## config.mk

```make
export PLATFORM = sky130hd
export DESIGN_NAME = rv32i_wb_arbiter_flat
export DESIGN_NICKNAME = d
export VERILOG_FILES = /design/src/rtl/rv32i_wb_arbiter_if.sv /design/src/rtl/rv32i_wb_arbiter.sv /design/src/flat_wrapper.sv
export SDC_FILE = /design/constraint.sdc
export NUM_CORES = 1
export LEC_CHECK = 0
export BUFFER_PORTS_ARGS = -buffer_cell sky130_fd_sc_hd__clkbuf_2
export CAP_MARGIN = 20
export CORE_AREA = 2 2 114 116
export CTS_CLUSTER_SIZE = 20
export DETAILED_ROUTE_END_ITERATION = 8
export DIE_AREA = 0 0 116 118
export GPL_TIMING_DRIVEN = 1
export HOLD_SLACK_MARGIN = 0.08
export PLACE_DENSITY_LB_ADDON = 0.15
export SYNTH_ARGS = -nofsm -noshare
export SYNTH_HDL_FRONTEND = slang
export SYNTH_SLANG_ARGS = --single-unit
```

## constraint.sdc

```tcl
create_clock -name clk -period 1.7 [get_ports clk]
set_clock_uncertainty 0.1 [all_clocks]
set_input_delay 0 -clock clk [delete_from_list [all_inputs] [get_ports clk]]
set_output_delay 0 -clock clk [all_outputs]
set_load 0.05 [all_outputs]
```

## src/rtl/rv32i_wb_arbiter_if.sv

```systemverilog
// -----------------------------------------------------------------------------
// rv32i_wb_arbiter_if
// Bus bundle between the write-back requesters, the register file and
// rv32i_wb_arbiter.
//   req_valid   [NUM_REQ]     requester i has a write pending
//   req_reg     [5*NUM_REQ]   destination index, requester i at [5i+4:5i]
//   req_data    [32*NUM_REQ]  write data, requester i at [32i+31:32i]
//   req_ready   [NUM_REQ]     one-hot grant for this cycle
//   wb_enable/wb_reg/wb_data  registered register-file write port
//   stall                     some requester is valid but not granted
//   rs1_reg/rs2_reg           read indices presented to the register file
//   rf_rs1_data/rf_rs2_data   raw register-file read data
//   rs1_data/rs2_data         read data delivered to the datapath
// Modports: slave = arbiter side, master = requester/datapath side.
// -----------------------------------------------------------------------------
interface rv32i_wb_arbiter_if #(
    parameter int unsigned NUM_REQ = 3
);
    logic [NUM_REQ-1:0]    req_valid;
    logic [5*NUM_REQ-1:0]  req_reg;
    logic [32*NUM_REQ-1:0] req_data;
    logic [NUM_REQ-1:0]    req_ready;
    logic                  wb_enable;
    logic [4:0]            wb_reg;
    logic [31:0]           wb_data;
    logic                  stall;
    logic [4:0]            rs1_reg;
    logic [4:0]            rs2_reg;
    logic [31:0]           rf_rs1_data;
    logic [31:0]           rf_rs2_data;
    logic [31:0]           rs1_data;
    logic [31:0]           rs2_data;

    modport slave (
        input  req_valid, req_reg, req_data, rs1_reg, rs2_reg, rf_rs1_data, rf_rs2_data,
        output req_ready, wb_enable, wb_reg, wb_data, stall, rs1_data, rs2_data
    );

    modport master (
        output req_valid, req_reg, req_data, rs1_reg, rs2_reg, rf_rs1_data, rf_rs2_data,
        input  req_ready, wb_enable, wb_reg, wb_data, stall, rs1_data, rs2_data
    );
endinterface

```

## src/rtl/rv32i_wb_arbiter.sv

```systemverilog
// -----------------------------------------------------------------------------
// rv32i_wb_arbiter
// Round-robin arbiter sharing the single RV32I register-file write port among
// NUM_REQ requesters (default 0=ALU, 1=LOAD, 2=CSR).
// Ports:
//   clk    system clock, all state on posedge
//   reset  asynchronous, active-low reset
//   bus    rv32i_wb_arbiter_if.slave (request handshake, write port, read data)
// Optional feature: define WB_BYPASS_EN to forward the in-flight registered
// write to rs1_data/rs2_data; otherwise the read data passes straight through.
// -----------------------------------------------------------------------------
module rv32i_wb_arbiter #(
    parameter int unsigned NUM_REQ = 3,
    parameter int unsigned PTR_W   = 3
) (
    input  logic                clk,
    input  logic                reset,
    rv32i_wb_arbiter_if.slave   bus
);

    logic [PTR_W-1:0] ptr_q, ptr_d;
    logic             wb_enable_q, wb_enable_d;
    logic [4:0]       wb_reg_q, wb_reg_d;
    logic [31:0]      wb_data_q, wb_data_d;

    logic             lo_hit, hi_hit, grant_any;
    logic [PTR_W-1:0] lo_win, hi_win, winner;
    logic [4:0]       sel_reg;
    logic [31:0]      sel_data;

    // Rotating priority without a variable index: the lowest valid requester
    // at or above ptr wins; failing that, the lowest valid requester overall
    // (the wrap-around part of the scan).
    always_comb begin
        lo_hit = 1'b0;
        hi_hit = 1'b0;
        lo_win = '0;
        hi_win = '0;
        for (int unsigned i = 0; i < NUM_REQ; i++) begin
            if (bus.req_valid[i] && !lo_hit) begin
                lo_hit = 1'b1;
                lo_win = PTR_W'(i);
            end
            if (bus.req_valid[i] && !hi_hit && i >= 32'(ptr_q)) begin
                hi_hit = 1'b1;
                hi_win = PTR_W'(i);
            end
        end
        winner    = hi_hit ? hi_win : lo_win;
        // No grant is issued while reset is held.
        grant_any = lo_hit && reset;
    end

    always_comb begin
        sel_reg  = '0;
        sel_data = '0;
        for (int unsigned i = 0; i < NUM_REQ; i++) begin
            if (32'(winner) == i) begin
                sel_reg  = bus.req_reg[i*5 +: 5];
                sel_data = bus.req_data[i*32 +: 32];
            end
        end
    end

    always_comb begin
        ptr_d       = ptr_q;
        wb_enable_d = 1'b0;
        wb_reg_d    = wb_reg_q;
        wb_data_d   = wb_data_q;
        if (grant_any) begin
            ptr_d       = (32'(winner) == NUM_REQ - 1) ? '0 : winner + PTR_W'(1);
            wb_enable_d = (sel_reg != 5'd0);
            wb_reg_d    = sel_reg;
            wb_data_d   = sel_data;
        end
    end

    always_ff @(posedge clk or negedge reset) begin
        if (!reset) begin
            ptr_q       <= '0;
            wb_enable_q <= 1'b0;
            wb_reg_q    <= '0;
            wb_data_q   <= '0;
        end else begin
            ptr_q       <= ptr_d;
            wb_enable_q <= wb_enable_d;
            wb_reg_q    <= wb_reg_d;
            wb_data_q   <= wb_data_d;
        end
    end

    assign bus.req_ready = grant_any ? (NUM_REQ'(1) << winner) : '0;
    assign bus.stall     = |(bus.req_valid & ~bus.req_ready);
    assign bus.wb_enable = wb_enable_q;
    assign bus.wb_reg    = wb_reg_q;
    assign bus.wb_data   = wb_data_q;

`ifdef WB_BYPASS_EN
    // x0 never forwards because wb_enable is never set for an x0 write.
    assign bus.rs1_data = (wb_enable_q && wb_reg_q == bus.rs1_reg) ? wb_data_q : bus.rf_rs1_data;
    assign bus.rs2_data = (wb_enable_q && wb_reg_q == bus.rs2_reg) ? wb_data_q : bus.rf_rs2_data;
`else
    assign bus.rs1_data = bus.rf_rs1_data;
    assign bus.rs2_data = bus.rf_rs2_data;
`endif

endmodule
```

## src/flat_wrapper.sv

```systemverilog
// flat-port wrapper written by rule: the top's interface ports become plain ports
module rv32i_wb_arbiter_flat 
#(
    parameter int unsigned NUM_REQ = 3,
    parameter int unsigned PTR_W   = 3
)
  (clk, reset, bus_req_valid, bus_req_reg, bus_req_data, bus_rs1_reg, bus_rs2_reg, bus_rf_rs1_data, bus_rf_rs2_data, bus_req_ready, bus_wb_enable, bus_wb_reg, bus_wb_data, bus_stall, bus_rs1_data, bus_rs2_data);
  rv32i_wb_arbiter_if #(.NUM_REQ(NUM_REQ)) bus_i ();
  input  logic clk;
  input  logic reset;
  input wire logic [$bits(bus_i.req_valid)-1:0] bus_req_valid;
  input wire logic [$bits(bus_i.req_reg)-1:0] bus_req_reg;
  input wire logic [$bits(bus_i.req_data)-1:0] bus_req_data;
  input wire logic [$bits(bus_i.rs1_reg)-1:0] bus_rs1_reg;
  input wire logic [$bits(bus_i.rs2_reg)-1:0] bus_rs2_reg;
  input wire logic [$bits(bus_i.rf_rs1_data)-1:0] bus_rf_rs1_data;
  input wire logic [$bits(bus_i.rf_rs2_data)-1:0] bus_rf_rs2_data;
  output wire logic [$bits(bus_i.req_ready)-1:0] bus_req_ready;
  output wire logic [$bits(bus_i.wb_enable)-1:0] bus_wb_enable;
  output wire logic [$bits(bus_i.wb_reg)-1:0] bus_wb_reg;
  output wire logic [$bits(bus_i.wb_data)-1:0] bus_wb_data;
  output wire logic [$bits(bus_i.stall)-1:0] bus_stall;
  output wire logic [$bits(bus_i.rs1_data)-1:0] bus_rs1_data;
  output wire logic [$bits(bus_i.rs2_data)-1:0] bus_rs2_data;
  assign bus_i.req_valid = bus_req_valid;
  assign bus_i.req_reg = bus_req_reg;
  assign bus_i.req_data = bus_req_data;
  assign bus_i.rs1_reg = bus_rs1_reg;
  assign bus_i.rs2_reg = bus_rs2_reg;
  assign bus_i.rf_rs1_data = bus_rf_rs1_data;
  assign bus_i.rf_rs2_data = bus_rf_rs2_data;
  assign bus_req_ready = bus_i.req_ready;
  assign bus_wb_enable = bus_i.wb_enable;
  assign bus_wb_reg = bus_i.wb_reg;
  assign bus_wb_data = bus_i.wb_data;
  assign bus_stall = bus_i.stall;
  assign bus_rs1_data = bus_i.rs1_data;
  assign bus_rs2_data = bus_i.rs2_data;
  rv32i_wb_arbiter #(.NUM_REQ(NUM_REQ), .PTR_W(PTR_W)) u_core (.clk(clk), .reset(reset), .bus(bus_i));
endmodule
```

==> summary.txt, run 1 <==
Status
  • Status: stopped before the end
  • Failed at: 4_1_cts
  • Error msg: [ERROR RSZ-0060] Max buffer count reached.

Floorplan
  • Io pins: 296
  • Rows: 41
  • Chip width: 116 um
  • Initial core utilization: 24.0%
  • Die H: 118 um

CTS
  • Worst-case clock buffer depth: 2
  • CTS Buf Count: 5
  • CTS root buffer: clkbuf_16
  • Post-cts resize count: 5
  • Post-CTS Hold Buffers: 123
  • Setup repair bufs after CTS: 7
  • Clock Sinks: 41
  • H-tree Lvls: 2

Logic synthesis
  • Synth Area per Inst: 9.02 sq um
  • Synth top area share: 34.5%
  • Synth Register Bits: 41
  • Mapped cell area: 2980 sq um
  • Post-Syn Instances: 330
  • Synth area leader: dfrtp_1
  • Synthesized Nets: 520
  • Sequential share of the synthesized area: 34.5%
  • Synth top area cells: dfrtp_1, buf_4, nand2_1, a21o_1, a311oi_1
  • Netlist cell types: 36
  • Number of warnings issued by yosys: 0

Placed design
  • Placed insts: 595
  • GPL Wtd Cong: 0.727
  • Port bufs: 157
  • Hpwl dp: 6130 um
==> stage by stage <==
| stage | hold slack [ns] | TNS (ns) | area (sq um) | worst slack, ns | util, % |
|---|---|---|---|---|---|
| 2_1_floorplan | -0.396 | -0.223 | 3020 | -0.0863 | - |
| 3_3_place_gp | -0.195 | -5.78 | 3620 | -0.209 | 29.1 |
| 3_5_place_dp | -0.191 | -7.52 | 3620 | -0.265 | 29.1 |
==> cell families after synthesis <==
logic type | after synthesis | share of synthesized area, %
buf+inv | 89 | 24.8
simple gates | 110 | 15.2
compound gates | 88 | 24.8
flops | 41 | 34.5
mux | 2 | 0.673
==> cells in the mapped netlist <==
master / number
a211o_1: 1
a211oi_1: 2
a211oi_4: 2
a21bo_4: 1
a21o_1: 30
a22oi_1: 2
a311oi_1: 23
a311oi_2: 3
a31o_2: 1
a32oi_1: 1
a41oi_1: 1
and2_1: 1
and4bb_4: 1
buf_12: 2
buf_2: 5
buf_4: 64
buf_6: 6
buf_8: 1
clkbuf_1: 3
clkbuf_8: 7
dfrtp_1: 41
inv_1: 1
mux2i_1: 2
nand2_1: 66
nand2b_1: 1
nand3b_1: 2
nor2_1: 37
nor3b_1: 1
nor4b_2: 1
o21ai_0: 4
o21ai_1: 3
o21bai_1: 1
o22a_1: 4
o22ai_1: 4
o31ai_1: 4
o31ai_2: 1
==> run 2: changes to the inputs <==
Settings changed: CTS_CLUSTER_SIZE 20 to not set, HOLD_SLACK_MARGIN 0.08 to not set.
Clock period 1.7 ns to 2.2 ns, I/O delays scaled along.
==> run 2 against run 1 <==
The flow now finishes without violations. Synthesized cell count stayed put. Synthesized area stayed put.
==> summary.txt, run 2 <==
Route
  • DR WL/cell: 13.2 um
  • DRC violations left: 0
  • Post-route ant nets: 0
  • DRT Pass-1 Iters: 4
  • Post-Route WL: 8890 um
  • Vias/cell: 4.32
  • Via count: 2906
  • Drt initial violations: 42

CTS
  • Worst-case clock buffer depth: 2 (unchanged)
  • Clock-pin transition on the worst setup and hold timing paths: 0.06 ns
  • Clock Sinks: 41 (unchanged)
  • CTS root buffer: clkbuf_16
  • CTS Buf Count: 5 (unchanged)
  • CTS tree: built
  • H-tree Lvls: 2 (unchanged)
  • Worst skew pair latency: 0.28 ns

Cells and area
  • Proportion of layout cells with a drive suffix above 1: 37.7%
  • Finished Core Util: 35.4%
  • Ant. Diodes: 0
  • Most frequent cells in the layout: clkbuf_2, dlygate4sd3_1, nand2_1
  • Max reg flops: 32
  • Fin nets: 690
  • Commonest non-fill, non-tap cell in the layout: clkbuf_2
  • Area delta synth->final: 47.5%
  • Final Cell Area: 4390 sq um

Setup path
  • Crit path DAT: 1.97 ns
  • CP Launch Type: register
  • CP endpoint kind: primary output
  • Worst Path Required: 2.10 ns
  • Critical path class: register to primary output
  • Worst Path Max Fanout: 10

Logic synthesis
  • Synth area leader: dfrtp_1
  • Synth async-reset ratio: 100% (unchanged)
  • Most common cell in the synthesized netlist: nand2_1
  • Synth top area cells: dfrtp_1, buf_4, nand2_1, a21o_1, a311oi_1
  • Number of warnings issued by yosys: 0 (unchanged)
  • Synth Area per Inst: 9.02 sq um (unchanged)
  • Synth Register Bits: 41 (unchanged)
  • Synthesized Nets: 520 (unchanged)
  • Synth Flop Type: dfrtp_1
  • Post-synth top cells: nand2_1, buf_4, dfrtp_1
  • Sequential share of the synthesized area: 34.5% (unchanged)
  • Netlist cell types: 36 (unchanged)
  • Number of synthesized flops with an enable pin: 0 (unchanged)
  • Mapped cell area: 2980 sq um (unchanged)
  • Synth top area share: 34.5% (unchanged)
  • Post-Syn Instances: 330 (unchanged)

STA
  • Worst Tran Pin Value: 0.537 ns
  • Max-slew violations: 0
  • RSZ-0062 raised after global routing: false
  • Hold_ws: 0.00811 ns
  • Max Freq: 0.483 GHz
  • Endpoints failing setup: 0
  • Endpoints failing hold: 0
  • Fin crit share: 94.2%
  • Fin crit period: 2.07 ns
  • Slew margin rel.: 64.1%
  • Final WS setup: 0.128 ns

Status
  • Status: finished clean

Floorplan
  • Die area: 13700 sq um
  • Chip width: 116 um (unchanged)
  • Io pins: 296 (unchanged)
  • Rows: 41 (unchanged)
  • Die H: 118 um (unchanged)
  • Core ar.: 12400 sq um
  • Initial core utilization: 24.0% (unchanged)

Global route
  • Largest net degree at the start of global routing: 43
  • First-pass GRT wire length: 13800 um
  • Overflow left after global routing: 0
  • Vias in the first global route: 2870
  • Initial antenna violation count: 0
  • Total track usage: 12.5%

Power and ir drop
  • Peak supply drop: 0.374 mV
  • Total chip power: 3.49 mW
  • PD cells: 794 nW/um^2
  • P_leak: 2.27 nW

Placed design
  • GPL Wtd Cong: 0.735 (+0.99%)
  • Hpwl dp: 6290 um (+2.6%)
  • Post-DP Area: 3390 sq um (-6.4%)
  • Worst slack, placed: 0.138 ns (+0.403 ns)
  • Port bufs: 157 (unchanged)

Worst hold path
  • Worst hold path type: input port to register

Job
  • Max Cap Viol: 0
==> run 2: layer usage <==
metal  track usage (%)  share of wire [%]  vias to the layer above
met5                 0                  0                        -
met4              2.23               0.43                        0
met3              2.99                7.7                        2
met2              23.0                 51                      144
met1              14.8                 41                     1339
li1                  -                  -                     1421
==> run 2: critical path, stage by stage, from the launching register on <==
cell,delay (ns)
dfrtp_1,0.40
and4bb_4,0.40
a211o_1,0.13
buf_4,0.19
a22oi_1,0.10
a32oi_1,0.20
clkbuf_4,0.26
==> run 2: area by class of cell <==
type	count	area [sq um]
Fill cell	1336	8020
Timing Repair Buffer	251	1760
Multi-Input combinational cell	200	1230
Sequential cell	41	1030
Tap cell	172	215
Clock buffer	7	153
Clock inverter	1	5.00
Inverter	1	3.75
==> run 2: path summary, 6_finish.rpt <==
check / start / to / slack (ns) / depth (start not counted)
max: u_core.ptr_q[0] / bus_stall / 0.13 / 6
min: bus_req_data[58] / u_core.bus.wb_data[26] / 0.008 / 4
max reg2reg: u_core.ptr_q[0] / u_core.bus.wb_enable / 0.18 / 7
min reg2reg: u_core.bus.wb_data[9] / u_core.bus.wb_data[9] / 0.37 / 1
max in group asynchronous: reset / u_core.bus.wb_data[6] / 1.54 / 3
min in group asynchronous: reset / u_core.bus.wb_data[22] / 0.19 / 3
==> run 2: power by group <==
part	switching (mW)	leakage, nW	internal [mW]	total (mW)
clock	0.290	0.0799	0.480	0.771
sequential	0.0810	0.500	0.902	0.983
combinational	1.21	1.69	0.526	1.73
total	1.58	2.27	1.91	3.49
==> run 2: what timing repair did <==
action	CTS	global route
hold buffers	83	0
endpoints found under the hold margin	115	0
buffers inserted	0	0
gates resized for setup	1	5
endpoints found under the setup margin	1	4
==> run 2: stage by stage <==
step	instances	TNS, ns
after detailed placement	582	0
after global placement	582	0
final	673	0
after floorplan	330	-0.00507
after CTS	673	0
after global routing	673	0
==> run 2: cell families (layout without fill, tap and decap cells) <==
logic type             count (synthesis)  after routing  share of synthesized area (%)
AO/OA/AOI/OAI                         88             88                           24.8
buffers and inverters                 89            260                           24.8
flip-flops                            41             41                           34.5
multiplexers                           2              2                          0.673
AND/OR/NAND/NOR                      110            110                           15.2
Note: power is estimated with default switching activity, not from simulation.
